===== config.mk =====
export PLATFORM = sky130hd
export DESIGN_NAME = ux607_pin_out_shaper
export DESIGN_NICKNAME = d
export VERILOG_FILES = /design/src/rtl/ux607_pin_defines_pkg.sv /design/src/rtl/ux607_hold_counter.sv /design/src/rtl/ux607_pin_out_shaper.sv
export SDC_FILE = /design/constraint.sdc
export NUM_CORES = 1
export LEC_CHECK = 0
export ABC_AREA = 1
export CORE_MARGIN = 4
export CORE_UTILIZATION = 55
export CTS_BUF_LIST = sky130_fd_sc_hd__clkbuf_4
export CTS_CLUSTER_DIAMETER = 60
export DETAILED_ROUTE_END_ITERATION = 10
export PLACE_DENSITY = 0.81
export SETUP_SLACK_MARGIN = 0.1
export SLEW_MARGIN = 10
export SYNTH_ARGS = -nofsm -noshare
export SYNTH_HDL_FRONTEND = slang
export SYNTH_SLANG_ARGS = --single-unit
export TNS_END_PERCENT = 50

===== constraint.sdc =====
create_clock -name clock -period 1.75 [get_ports clock]
set_clock_uncertainty 0.2 [all_clocks]
set_input_delay 0.35 -clock clock [delete_from_list [all_inputs] [get_ports clock]]
set_output_delay 0.35 -clock clock [all_outputs]
set_load 0.05 [all_outputs]

===== src/rtl/ux607_pin_defines_pkg.sv =====
// Pin-path constants shared by the GPIO input deglitch path, the output shaper
// and the pin-control registers.
package ux607_pin_defines_pkg;

    localparam int   DEF_CNT_W      = 8;
    localparam logic PIN_RESET_LOW  = 1'b0;
    localparam logic PIN_RESET_HIGH = 1'b1;

    typedef enum logic {
        PIN_IDLE = 1'b0,
        PIN_HOLD = 1'b1
    } pin_state_e;

endpackage


===== src/rtl/ux607_hold_counter.sv =====
// Loadable down-counter that stops at zero; busy_o is a registered "count != 0".
module ux607_hold_counter
    import ux607_pin_defines_pkg::*;
#(
    parameter int CNT_W = DEF_CNT_W
) (
    input  logic             clock,
    input  logic             reset,
    input  logic             load_i,
    input  logic [CNT_W-1:0] value_i,
    output logic             busy_o
);

    logic [CNT_W-1:0] cnt_q, cnt_d;
    logic             busy_q;

    always_comb begin
        cnt_d = cnt_q;
        if (load_i) begin
            cnt_d = value_i;
        end else if (cnt_q != '0) begin
            cnt_d = cnt_q - 1'b1;
        end
    end

    // busy is precomputed from the next count so the output comes straight from a flop
    always_ff @(posedge clock or posedge reset) begin
        if (reset) begin
            cnt_q  <= '0;
            busy_q <= 1'b0;
        end else begin
            cnt_q  <= cnt_d;
            busy_q <= (cnt_d != '0);
        end
    end

    assign busy_o = busy_q;

endmodule


===== src/rtl/ux607_pin_out_shaper.sv =====
// Pad output shaper: each driven level is held for at least max(io_hold,1) cycles,
// and a request that bounces back to the held level during the window is flagged.
module ux607_pin_out_shaper
    import ux607_pin_defines_pkg::*;
#(
    parameter int   CNT_W       = DEF_CNT_W,
    parameter logic RESET_LEVEL = PIN_RESET_LOW
) (
    input  logic             clock,
    input  logic             reset,
    input  logic             io_d,
    input  logic             io_en,
    input  logic [CNT_W-1:0] io_hold,
    input  logic             io_clr_dropped,
    output logic             io_q,
    output logic             io_busy,
    output logic             io_dropped
);

    logic             q_q, q_d;
    logic             seen_q, seen_d;
    logic             dropped_q, dropped_d;
    logic             busy;
    logic             toggle;
    logic             drop_set;
    logic [CNT_W-1:0] heff;
    logic [CNT_W-1:0] load_val;
    pin_state_e       state;

    assign state    = busy ? PIN_HOLD : PIN_IDLE;
    assign heff     = (io_hold == '0) ? CNT_W'(1) : io_hold;
    assign load_val = heff - 1'b1;
    assign toggle   = (state == PIN_IDLE) && io_en && (io_d != q_q);

    always_comb begin
        q_d      = q_q;
        seen_d   = seen_q;
        drop_set = 1'b0;
        case (state)
            PIN_IDLE: begin
                if (toggle) begin
                    q_d    = io_d;
                    seen_d = 1'b0;
                end else begin
                    // a change was seen in the window but the request is back at q
                    drop_set = seen_q && (io_d == q_q);
                    seen_d   = 1'b0;
                end
            end
            default: begin
                if (io_d != q_q) begin
                    seen_d = 1'b1;
                end
            end
        endcase
        if (drop_set) begin
            dropped_d = 1'b1;
        end else if (io_clr_dropped) begin
            dropped_d = 1'b0;
        end else begin
            dropped_d = dropped_q;
        end
    end

    ux607_hold_counter #(
        .CNT_W (CNT_W)
    ) u_hold_counter (
        .clock   (clock),
        .reset   (reset),
        .load_i  (toggle),
        .value_i (load_val),
        .busy_o  (busy)
    );

    always_ff @(posedge clock or posedge reset) begin
        if (reset) begin
            q_q       <= RESET_LEVEL;
            seen_q    <= 1'b0;
            dropped_q <= 1'b0;
        end else begin
            q_q       <= q_d;
            seen_q    <= seen_d;
            dropped_q <= dropped_d;
        end
    end

    assign io_q       = q_q;
    assign io_busy    = busy;
    assign io_dropped = dropped_q;

endmodule


==> metrics.txt <==
status complete, but fails checks; violated checks setup timing; max_cap viols 0; Max FO, Critical Path 5; utilization after layout 0.925; main combinational cell family by area after synthesis simple AND/OR/NAND/NOR gates; layout cell share with drive strength beyond 1 0.533; Overflow after GRT 0; Seq/Total Area, Yosys 0.288; CTS tree built; Starting Density 0.591; top cell type's share of synthesized area 0.288; clock buffer count from CTS 3; area leader, netlist dfrtp_1; compound-cell area share of the yosys netlist 0.0408; min cycle time layout 1.77 ns; Adder-Cell Fraction of Synth Area 0.0360; Max Slew Vio Count 0; Slew @ Worst Pin 0.470 ns; Synth Area in XOR/XNOR 0.0168; post-DR wirelength/cell 18.9 um; Nets 216; Fillers 77; dpl hpwl 2050 um; Via-to-Cell Ratio 5.79; antenna viol nets, final 0; ant diodes 0; Synth Instances 150; CP Class register to register; PwrDens 1400 nW/um^2; Vias 1,296; # rows 15; Leak 0.863 nW; GPL Wtd Cong 0.823; Max VDD drop 787 uV; share of synthesized area spent on multiplexers 0; initial antenna violation count 0; Achievable Freq 0.565 GHz; DIE WIDTH 51.6 um; Synth Register Bits 12; R2R depth 10; Area after DPL 1420 um^2; area delta synth->final 56.4%; cts hold-fix bufs 0; worst rel slew slack 0.687; clock-pin transition on the worst setup and hold timing paths 0.09 ns; Synth Area in Simple Gates 0.495; Worst-Skew Late Latency 0.29 ns; largest net degree at the start of global routing 13; Pwr Total 2.28 mW; Detailed Route WL 4240 um; CP max-delay cell dfrtp_1; Final Cycle Share 1.01; Max Root-Sink Buffers 2; area occupied by multi-input gates 732 um^2; vias in the first global route 1,134; DRT Pass-1 Iters 5; H-tree depth 1; RSZ-0062 raised after global routing yes; Synth Cell Area 1040 um^2; Synthesized Nets 166; clock root buffer clkbuf_4; min-delay worst type input port to asynchronous set/reset pin; Die ar. 2660 um^2; Startpoint Class register; first-pass GRT wire length 4830 um; synthesized area per cell 6.96 um^2; DRT iter0 DRCs 58; yosys warns 0; DRC 0; crit-path cells inv_2, ha_4, nand3_1, nand2_1, nand2_1, nor2_1, nor2_2, buf_4, buf_4, inv_1; core region area 1760 um^2; Final Hold Fails 0; CP Capture Type register; CP arrival 1.81 ns; crit-path max cell delay 0.42 ns; post-route setup slack -0.0209 ns; Post-Place Worst Slack -0.606 ns; Design Area, Final 1630 um^2; Critical Path RT 1.79 ns; Final setup viols 2; FF+latch area 303 um^2; chip height 51.6 um; Area contributors post-synth dfrtp_1 (29%), nand2_1 (11%), inv_1 (8.3%), nand3_1 (7.7%), nand2_2 (6.0%); Port Buf Inserts 15; clock sink count 12; Tot GR Track Use 0.243; hold slack 0.172 ns; Yosys cell types 22; I/O Pins 16
==> report_power, final <==
| group | leakage, nW | internal [mW] | switching (mW) |
|---|---|---|---|
| sequential | 0.138 | 0.399 | 0.160 |
| combinational | 0.709 | 0.646 | 0.874 |
| clock | 0.0154 | 0.0831 | 0.115 |
| total | 0.863 | 1.13 | 1.15 |
==> cells in the final DEF (no fill, tap or decap), types with 2 or more instances in the layout <==
cell type and n:
buf_4 31, nand2_1 23, inv_1 16, inv_2 13
nand2_2 13, nand3_1 13, nor2_1 10, dfrtp_1 10
nand2_4 8, nor2_2 6, nand3_2 6, nand4_1 5
nor2_4 4, buf_6 4, o21ai_0 3, ha_4 3
clkbuf_4 3, clkdlybuf4s50_1 3, buf_12 3, inv_4 2
clkinv_4 2, xor2_1 2, o21bai_1 2, buf_2 2
dlygate4sd2_1 2, dfrtp_2 2
==> through the flow <==
stage | setup TNS (ns) | instances
2_1_floorplan | 0 | 150
3_3_place_gp | -2.25 | 205
3_5_place_dp | -2.73 | 205
4_1_cts | 0 | 216
5_1_grt | -0.155 | 224
6_report | -0.0322 | 224
==> synthesized netlist by cell type <==
library cell  count
nor2_2            7
nand4_1           5
inv_2            10
nor3_2            1
nor2_1           11
ha_1              3
nand3_2           3
inv_1            23
or2_1             1
a22oi_1           1
clkinv_2          1
o21ai_1           1
o21ai_0           3
xor2_1            2
nor2_4            2
nand3_1          16
dfrtp_1          12
nand2_2          10
nor2_8            1
o21bai_1          2
nand2_1          30
nand2_4           5
==> final timing paths <==
kind                                         start                       to  slack, ns
max                        u_hold_counter.cnt_q[1]  u_hold_counter.cnt_q[6]      -0.02
min                                          reset  u_hold_counter.cnt_q[5]       0.17
max reg2reg                u_hold_counter.cnt_q[1]  u_hold_counter.cnt_q[6]      -0.02
min reg2reg                                 seen_q                   seen_q       0.37
max in group asynchronous                    reset                     io_q       0.83
min in group clock                          seen_q                   seen_q       0.37
==> final cells by class <==
cell class | count | share of cell area
clock buffer | 3 | 0.0138
clock inverter | 1 | 0.00230
multi-input combinational | 104 | 0.449
tap | 25 | 0.0192
inverter | 34 | 0.0882
timing repair buffer | 45 | 0.242
sequential | 12 | 0.186
==> flip-flops by register name, indices dropped and copies added, names as in the netlist <==
| signal | cells |
|---|---|
| u_hold_counter.cnt_q | 8 |
| io_dropped | 1 |
| io_q | 1 |
| seen_q | 1 |
| u_hold_counter.busy_o | 1 |
==> repair_timing <==
item,4_1_cts,5_1_grt
setup buffers,7,8
endpoints found under the setup margin,7,3
pin swaps,10,19
resized for setup,40,21
==> metal layers <==
metal	up-vias	GRT usage	share of wire	wire length, um
met5	-	0	0	0
met4	0	0.148	0.071	299
met3	32	0.0287	0.062	263
met2	101	0.445	0.50	2120
met1	603	0.265	0.37	1560
li1	560	-	-	-
==> critical path, delay by kind of cell (launching register included) <==
kind | cells | cell delay, ns
flops | 1 | 0.42
fa+ha+maj | 1 | 0.18
simple gates | 5 | 0.50
buf+inv | 4 | 0.43
==> logic make-up (layout without fill, tap and decap cells) <==
group | count (synthesis) | count (layout)
compound gates | 7 | 7
xor+xnor | 2 | 2
fa+ha+maj | 3 | 3
buf+inv | 34 | 83
flops | 12 | 12
simple gates | 92 | 92
Power figures use the tool's default switching activity.
